[src/rtl/cdb_arbiter_if.sv]
// ---------------------------------------------------------------------------
// cdb_arbiter_if
// Bundles the functional-unit request side and the common data bus
// broadcast side of the CDB arbiter.
//
// Request side (driven by the functional units):
//    req_valid, req_tag, req_zeroreg, req_value, req_npc, req_take_branch
//    req_ready (returned by the arbiter, one-hot grant)
// Broadcast side (driven by the arbiter):
//    cdb_valid, cdb_tag_valid, cdb_tag, cdb_value, cdb_npc,
//    cdb_take_branch, cdb_src
//
// Modports:
//    slave  - the arbiter
//    master - the functional units / broadcast consumers
// ---------------------------------------------------------------------------
interface cdb_arbiter_if #(
   parameter int NUM_REQ = 4,
   parameter int TAG_W   = 6,
   parameter int XLEN    = 32
);

   localparam int SRC_W = (NUM_REQ > 1) ? $clog2(NUM_REQ) : 1;

   logic [NUM_REQ-1:0]            req_valid;
   logic [NUM_REQ-1:0][TAG_W-1:0] req_tag;
   logic [NUM_REQ-1:0]            req_zeroreg;
   logic [NUM_REQ-1:0][XLEN-1:0]  req_value;
   logic [NUM_REQ-1:0][XLEN-1:0]  req_npc;
   logic [NUM_REQ-1:0]            req_take_branch;
   logic [NUM_REQ-1:0]            req_ready;

   logic                          cdb_valid;
   logic                          cdb_tag_valid;
   logic [TAG_W-1:0]              cdb_tag;
   logic [XLEN-1:0]               cdb_value;
   logic [XLEN-1:0]               cdb_npc;
   logic                          cdb_take_branch;
   logic [SRC_W-1:0]              cdb_src;

   modport slave (
      input  req_valid, req_tag, req_zeroreg, req_value, req_npc, req_take_branch,
      output req_ready,
      output cdb_valid, cdb_tag_valid, cdb_tag, cdb_value, cdb_npc,
             cdb_take_branch, cdb_src
   );

   modport master (
      output req_valid, req_tag, req_zeroreg, req_value, req_npc, req_take_branch,
      input  req_ready,
      input  cdb_valid, cdb_tag_valid, cdb_tag, cdb_value, cdb_npc,
             cdb_take_branch, cdb_src
   );

endinterface

[src/rtl/cdb_arbiter.sv]
// ---------------------------------------------------------------------------
// cdb_arbiter
// Round-robin arbiter granting one functional unit per cycle access to the
// common data bus. The winner's result is registered and broadcast for
// exactly one cycle, the cycle after the transfer.
//
// Ports:
//    clock   - sole clock, rising edge
//    reset   - synchronous active-high reset
//    squash  - branch-mispredict flush, blocks any grant this cycle
//    bus     - cdb_arbiter_if.slave: FU requests in, one-hot req_ready and
//              registered cdb_* broadcast out
// ---------------------------------------------------------------------------
module cdb_arbiter #(
   parameter int NUM_REQ = 4,
   parameter int TAG_W   = 6,
   parameter int XLEN    = 32
) (
   input  logic          clock,
   input  logic          reset,
   input  logic          squash,
   cdb_arbiter_if.slave  bus
);

   localparam int SRC_W = (NUM_REQ > 1) ? $clog2(NUM_REQ) : 1;
   localparam logic [SRC_W-1:0] LAST_IDX = SRC_W'(NUM_REQ - 1);

   logic [SRC_W-1:0]   rrPtr_q, rrPtr_d;
   logic [SRC_W-1:0]   grantIdx;
   logic [SRC_W-1:0]   probeIdx;
   logic               grantFound;
   logic               transfer;
   logic [NUM_REQ-1:0] grantOneHot;

   logic               cdbValid_q, cdbValid_d;
   logic               cdbTagValid_q, cdbTagValid_d;
   logic [TAG_W-1:0]   cdbTag_q, cdbTag_d;
   logic [XLEN-1:0]    cdbValue_q, cdbValue_d;
   logic [XLEN-1:0]    cdbNpc_q, cdbNpc_d;
   logic               cdbTakeBranch_q, cdbTakeBranch_d;
   logic [SRC_W-1:0]   cdbSrc_q, cdbSrc_d;

   // Round-robin search: walk the requesters starting at rrPtr_q, wrapping
   // past the last index, and take the first one with a pending request.
   always_comb begin
      grantFound = 1'b0;
      grantIdx   = '0;
      probeIdx   = '0;
      for (int k = 0; k < NUM_REQ; k++) begin
         probeIdx = SRC_W'((int'(rrPtr_q) + k) % NUM_REQ);
         if (!grantFound && bus.req_valid[probeIdx]) begin
            grantFound = 1'b1;
            grantIdx   = probeIdx;
         end
      end
   end

   // A grant only becomes a transfer when neither reset nor squash is
   // holding the bus; req_ready is derived from that so it stays all-zero
   // in those cycles and the FUs keep holding their requests.
   always_comb begin
      transfer    = grantFound & ~reset & ~squash;
      grantOneHot = '0;
      if (transfer) begin
         grantOneHot[grantIdx] = 1'b1;
      end
   end

   // Next-state for the pointer and the broadcast slot. The broadcast
   // payload fields only load on a transfer and otherwise keep their old
   // value; only the valid flags drop. A taken branch reports its target,
   // which the FU supplies on req_value, as the next PC.
   always_comb begin
      rrPtr_d         = rrPtr_q;
      cdbValid_d      = transfer;
      cdbTagValid_d   = 1'b0;
      cdbTag_d        = cdbTag_q;
      cdbValue_d      = cdbValue_q;
      cdbNpc_d        = cdbNpc_q;
      cdbTakeBranch_d = cdbTakeBranch_q;
      cdbSrc_d        = cdbSrc_q;
      if (transfer) begin
         rrPtr_d         = (grantIdx == LAST_IDX) ? '0 : grantIdx + 1'b1;
         cdbTagValid_d   = ~bus.req_zeroreg[grantIdx];
         cdbTag_d        = bus.req_tag[grantIdx];
         cdbValue_d      = bus.req_value[grantIdx];
         cdbNpc_d        = bus.req_take_branch[grantIdx] ? bus.req_value[grantIdx]
                                                         : bus.req_npc[grantIdx];
         cdbTakeBranch_d = bus.req_take_branch[grantIdx];
         cdbSrc_d        = grantIdx;
      end
   end

   // State registers; reset clears the pointer and the whole broadcast slot
   // so arbitration restarts from requester 0.
   always_ff @(posedge clock) begin
      if (reset) begin
         rrPtr_q         <= '0;
         cdbValid_q      <= 1'b0;
         cdbTagValid_q   <= 1'b0;
         cdbTag_q        <= '0;
         cdbValue_q      <= '0;
         cdbNpc_q        <= '0;
         cdbTakeBranch_q <= 1'b0;
         cdbSrc_q        <= '0;
      end else begin
         rrPtr_q         <= rrPtr_d;
         cdbValid_q      <= cdbValid_d;
         cdbTagValid_q   <= cdbTagValid_d;
         cdbTag_q        <= cdbTag_d;
         cdbValue_q      <= cdbValue_d;
         cdbNpc_q        <= cdbNpc_d;
         cdbTakeBranch_q <= cdbTakeBranch_d;
         cdbSrc_q        <= cdbSrc_d;
      end
   end

   assign bus.req_ready       = grantOneHot;
   assign bus.cdb_valid       = cdbValid_q;
   assign bus.cdb_tag_valid   = cdbTagValid_q;
   assign bus.cdb_tag         = cdbTag_q;
   assign bus.cdb_value       = cdbValue_q;
   assign bus.cdb_npc         = cdbNpc_q;
   assign bus.cdb_take_branch = cdbTakeBranch_q;
   assign bus.cdb_src         = cdbSrc_q;

endmodule

[src/flat_wrapper.sv]
// flat-port wrapper written by rule: the top's interface ports become plain ports
module cdb_arbiter_flat 
#(
   parameter int NUM_REQ = 4,
   parameter int TAG_W   = 6,
   parameter int XLEN    = 32
)
  (clock, reset, squash, bus_req_valid, bus_req_tag, bus_req_zeroreg, bus_req_value, bus_req_npc, bus_req_take_branch, bus_req_ready, bus_cdb_valid, bus_cdb_tag_valid, bus_cdb_tag, bus_cdb_value, bus_cdb_npc, bus_cdb_take_branch, bus_cdb_src);
  cdb_arbiter_if #(.NUM_REQ(NUM_REQ), .TAG_W(TAG_W), .XLEN(XLEN)) bus_i ();
  input  logic clock;
  input  logic reset;
  input  logic squash;
  input wire logic [$bits(bus_i.req_valid)-1:0] bus_req_valid;
  input wire logic [$bits(bus_i.req_tag)-1:0] bus_req_tag;
  input wire logic [$bits(bus_i.req_zeroreg)-1:0] bus_req_zeroreg;
  input wire logic [$bits(bus_i.req_value)-1:0] bus_req_value;
  input wire logic [$bits(bus_i.req_npc)-1:0] bus_req_npc;
  input wire logic [$bits(bus_i.req_take_branch)-1:0] bus_req_take_branch;
  output wire logic [$bits(bus_i.req_ready)-1:0] bus_req_ready;
  output wire logic [$bits(bus_i.cdb_valid)-1:0] bus_cdb_valid;
  output wire logic [$bits(bus_i.cdb_tag_valid)-1:0] bus_cdb_tag_valid;
  output wire logic [$bits(bus_i.cdb_tag)-1:0] bus_cdb_tag;
  output wire logic [$bits(bus_i.cdb_value)-1:0] bus_cdb_value;
  output wire logic [$bits(bus_i.cdb_npc)-1:0] bus_cdb_npc;
  output wire logic [$bits(bus_i.cdb_take_branch)-1:0] bus_cdb_take_branch;
  output wire logic [$bits(bus_i.cdb_src)-1:0] bus_cdb_src;
  assign bus_i.req_valid = bus_req_valid;
  assign bus_i.req_tag = bus_req_tag;
  assign bus_i.req_zeroreg = bus_req_zeroreg;
  assign bus_i.req_value = bus_req_value;
  assign bus_i.req_npc = bus_req_npc;
  assign bus_i.req_take_branch = bus_req_take_branch;
  assign bus_req_ready = bus_i.req_ready;
  assign bus_cdb_valid = bus_i.cdb_valid;
  assign bus_cdb_tag_valid = bus_i.cdb_tag_valid;
  assign bus_cdb_tag = bus_i.cdb_tag;
  assign bus_cdb_value = bus_i.cdb_value;
  assign bus_cdb_npc = bus_i.cdb_npc;
  assign bus_cdb_take_branch = bus_i.cdb_take_branch;
  assign bus_cdb_src = bus_i.cdb_src;
  cdb_arbiter #(.NUM_REQ(NUM_REQ), .TAG_W(TAG_W), .XLEN(XLEN)) u_core (.clock(clock), .reset(reset), .squash(squash), .bus(bus_i));
endmodule
[config.mk]
export PLATFORM = sky130hd
export DESIGN_NAME = cdb_arbiter_flat
export DESIGN_NICKNAME = d
export VERILOG_FILES = /design/src/rtl/cdb_arbiter_if.sv /design/src/rtl/cdb_arbiter.sv /design/src/flat_wrapper.sv
export SDC_FILE = /design/constraint.sdc
export NUM_CORES = 1
export LEC_CHECK = 0
export ABC_AREA = 1
export CORE_AREA = 2 2 144 146
export CTS_CLUSTER_DIAMETER = 50
export CTS_CLUSTER_SIZE = 24
export DETAILED_ROUTE_END_ITERATION = 12
export DIE_AREA = 0 0 146 148
export GPL_TIMING_DRIVEN = 0
export PLACE_DENSITY = 0.66
export SYNTH_ARGS = -nofsm -noshare
export SYNTH_HDL_FRONTEND = slang
export SYNTH_SLANG_ARGS = --single-unit
[constraint.sdc]
create_clock -name clock -period 2.4 [get_ports clock]
set_input_delay 0.36 -clock clock [delete_from_list [all_inputs] [get_ports clock]]
set_output_delay 0.36 -clock clock [all_outputs]
set_load 0.01 [all_outputs]
==> summary.txt <==
Drt
  – Vias: 8458
  – Starting DRT DRC Count: 490
  – Residual DRC: 0
  – Number of routed nets with antenna violations: 0
  – WL/cell: 18.10 um
  – Final wirelength: around 32 mm
  – 1st-pass router iterations: 5
  – Routed vias/inst: 4.795

Clock network
  – CTS tree: done
  – Number of buffers created by CTS: 9
  – Skew-Pair Late Insertion Delay: 0.35 ns
  – H-tree depth: 3
  – Clk slew on worst S/H paths: 0.06 ns
  – CTS Sinks: 77
  – CTS Root Cell: clkbuf_16
  – Max clock buf depth: 2

Finish
  – Area grow syn2layout: 87.69%
  – Nets: 1785
  – Final Instance Area: about 11000 um2
  – Register Area: 1546 um2
  – Multi-input gate area in the final layout: about 3900 um2
  – Leading cell type in the layout, fill and taps excluded: nand2_1
  – Diode count: 0
  – Final core occ: 53.96%
  – Fill cell count: 2082
  – Most frequent cells in the layout: 548 x nand2_1, 367 x clkdlybuf4s50_1, 114 x nor2_1
  – Ratio of cells with drive above 1 in the final layout: 10.91%

Die
  – Chip width: roughly 150 um
  – Die Ht: 148 um
  – Initial Util: 28.75%
  – Row count: 52
  – Core footprint: 20040 um2
  – Io pins: about 370
  – Die area: 21610 um2

Power
  – PwrDens: approximately 1600 nW/um2
  – Peak supply drop: approximately 800 uV
  – Leak: slightly above 5 nW

STA
  – Max Clock Freq: 381.9 MHz
  – Smallest setup slack after layout: -0.2185 ns
  – # setup viols final: 35
  – Tcrit/Tclk final: 109.1%
  – Slew HR: 54.28%
  – Hold slack: 0.4668 ns
  – Slew Viols, Final: 0
  – Worst-Margin Slew: 0.6858 ns
  – Worst Skew: 0.006866 ns
  – RSZ-0062 raised after global routing: true
  – Minimum clock period: 2.619 ns
  – Final Hold Fails: 0

Synthesis
  – Synth warnings: 0
  – Seq/Total Area, Yosys: 26.75%
  – Mapped Cells: approximately 1100
  – Syn avg cell area: between 5 and 6 um2
  – Cell variety after synth: 27
  – Post-synthesis compound-gate area fraction: 11.66%
  – Cell Area, Synth: about 5800 um2
  – Synth Area in XOR/XNOR: 0%
  – Yosys reg bits: 77
  – Area share of fa/ha/maj cells after synthesis: 0.2172%
  – Syn Nets: 1375
  – Multiplexer share of the synthesized area: 0%
  – Simple-gate share of the synthesized area: a little over half
  – Largest family of logic cells by synthesized area: simple AND/OR/NAND/NOR gates

Global routing
  – Vias in the first global route: between 8000 and 9000
  – Initial antenna violation count: 1
  – Remaining Overflow, GRT: 0
  – GRT Total Usage: 28.44%
  – Largest net degree at the start of global routing: 14
  – First-pass GRT wire length: between 40 and 50 mm

Worst setup path
  – CP Data Required Time: 2.04 ns
  – Worst r2r src: u_core.rrPtr_q[0]
  – Kind of critical path: flop to output pin
  – Setup slack, reg-to-reg: -0.09 ns
  – CP arrival: 2.26 ns
  – CP startpoint kind: flop
  – Worst-path fanout max: 7
  – Reg2Reg Depth: 18
  – Reg2reg end: u_core.bus.cdb_npc[15]
  – CP endpoint kind: output pin

Placed design
  – Port bufs: 373
  – Placed Area: just under 10000 um2
  – Dpl hpwl: 24.09 mm
  – Pre-CTS setup slack: -1.167 ns
  – Gpl congestion: 0.8963

Min path
  – Hold path cells: 2
  – Hold Path Sink: u_core.bus.cdb_npc[31]
  – Hold Path Origin: u_core.bus.cdb_npc[31]
  – Worst Hold Class: flop to flop

Run
  – Max-cap viol count: 0

Outcome
  – Failing checks: setup timing
  – Status: finished, violations left
## sequential cells by signal, indices dropped and copies added (netlist names)
register,flops
u_core.bus.cdb_take_branch,1
u_core.bus.cdb_src,2
u_core.bus.cdb_valid,1
u_core.bus.cdb_value,32
u_core.rrPtr_q,2
u_core.bus.cdb_tag,6
u_core.bus.cdb_npc,32
u_core.bus.cdb_tag_valid,1
## synth_stat cells
cell type / instances / area share, %
o211ai_1: 7 / 0.91
inv_4: 1 / 0.11
inv_2: 4 / 0.26
dfxtp_1: 77 / 27
clkbuf_1: 21 / 1.4
o21ai_1: 1 / 0.087
o211a_1: 1 / 0.17
inv_1: 22 / 1.4
ha_1: 1 / 0.22
o32ai_1: 1 / 0.15
buf_2: 39 / 3.4
nand3_4: 1 / 0.30
nand2_2: 1 / 0.11
nor2_2: 1 / 0.11
nand2_1: 570 / 37
or2_0: 1 / 0.11
a31oi_1: 32 / 3.5
a21oi_1: 35 / 3.0
nor2_1: 119 / 7.8
buf_4: 3 / 0.39
buf_1: 9 / 0.59
nand3_1: 77 / 6.7
o21ai_0: 44 / 3.8
buf_6: 3 / 0.59
nand3_2: 3 / 0.52
nor3_1: 1 / 0.087
nand4_1: 4 / 0.43
## how the worst max path moves through the flow
stage / start / end / slack, ns / depth (start not counted)
after floorplan: u_core.rrPtr_q[0] / bus_req_ready[3] / 0.18 / 15
after global placement: bus_req_valid[1] / bus_req_ready[3] / -1.19 / 13
after detailed placement: bus_req_valid[1] / bus_req_ready[3] / -1.17 / 13
after CTS: u_core.rrPtr_q[0] / bus_req_ready[3] / -0.18 / 15
after global routing: bus_req_valid[3] / bus_req_ready[3] / -0.28 / 16
final: u_core.rrPtr_q[0] / bus_req_ready[3] / -0.22 / 14
## area by class of cell
| class | count | share of cell area, % |
|---|---|---|
| Timing Repair Buffer | 400 | 36.78 |
| Multi-Input combinational cell | 900 | 36.33 |
| Sequential cell | 77 | 14.30 |
| Buffer | 74 | 5.866 |
| Tap cell | 270 | 3.124 |
| Clock buffer | 9 | 2.083 |
| Inverter | 27 | 1.122 |
| Clock inverter | 7 | 0.3934 |
## critical path, cell delays in order, from the launching register on
cell and delay (ns):
dfxtp_2 0.32, buf_8 0.14, buf_6 0.12, nand2_2 0.05, nand2_2 0.05, nand2_2 0.08
nand2_4 0.07, a31oi_2 0.19, nand3_4 0.19, buf_12 0.19, clkbuf_16 0.15, ha_4 0.15
inv_2 0.04, nor2_1 0.03, buf_2 0.14
## timing repair
| item | in CTS | in global routing |
|---|---|---|
| resized for setup | 115 | 76 |
| setup endpoints to repair | 76 | 66 |
| setup buffers | 21 | 5 |
| gates cloned | 0 | 1 |
| pin swaps | 16 | 13 |
| hold buffers | 0 | 0 |
## cell families after synthesis
group,Yosys count
buffers and inverters,102
flip-flops,77
AND/OR/NAND/NOR,778
adder cells (fa/ha/maj),1
AO/OA/AOI/OAI,121
## through the flow
step / setup TNS, ns / power (mW) / instances
after global routing: -6.531 / 18.17 / 1764
after CTS: -0.6380 / 15.90 / 1758
after detailed placement: -44.12 / 13.39 / 1722
final: -2.129 / 16.78 / 1764
after global placement: -43.57 / 13.38 / 1722
after floorplan: 0 / 8.918 / 1079
## per-layer routing
layer	vias to the layer above	global-route usage, %	part of all wire, %
li1	4237	-	-
met1	3801	35.85	42
met2	352	48.07	48
met3	66	5.463	6.6
met4	2	11.17	3.6
met5	-	0	0.041
## power breakdown
group	internal [mW]	switching (mW)	leakage, nW	total, mW
logic	5.32	8.25	4.29	13.6
registers	1.70	0.230	0.641	1.93
clock network	0.693	0.587	0.127	1.28
(Power assumes the default switching activity.)
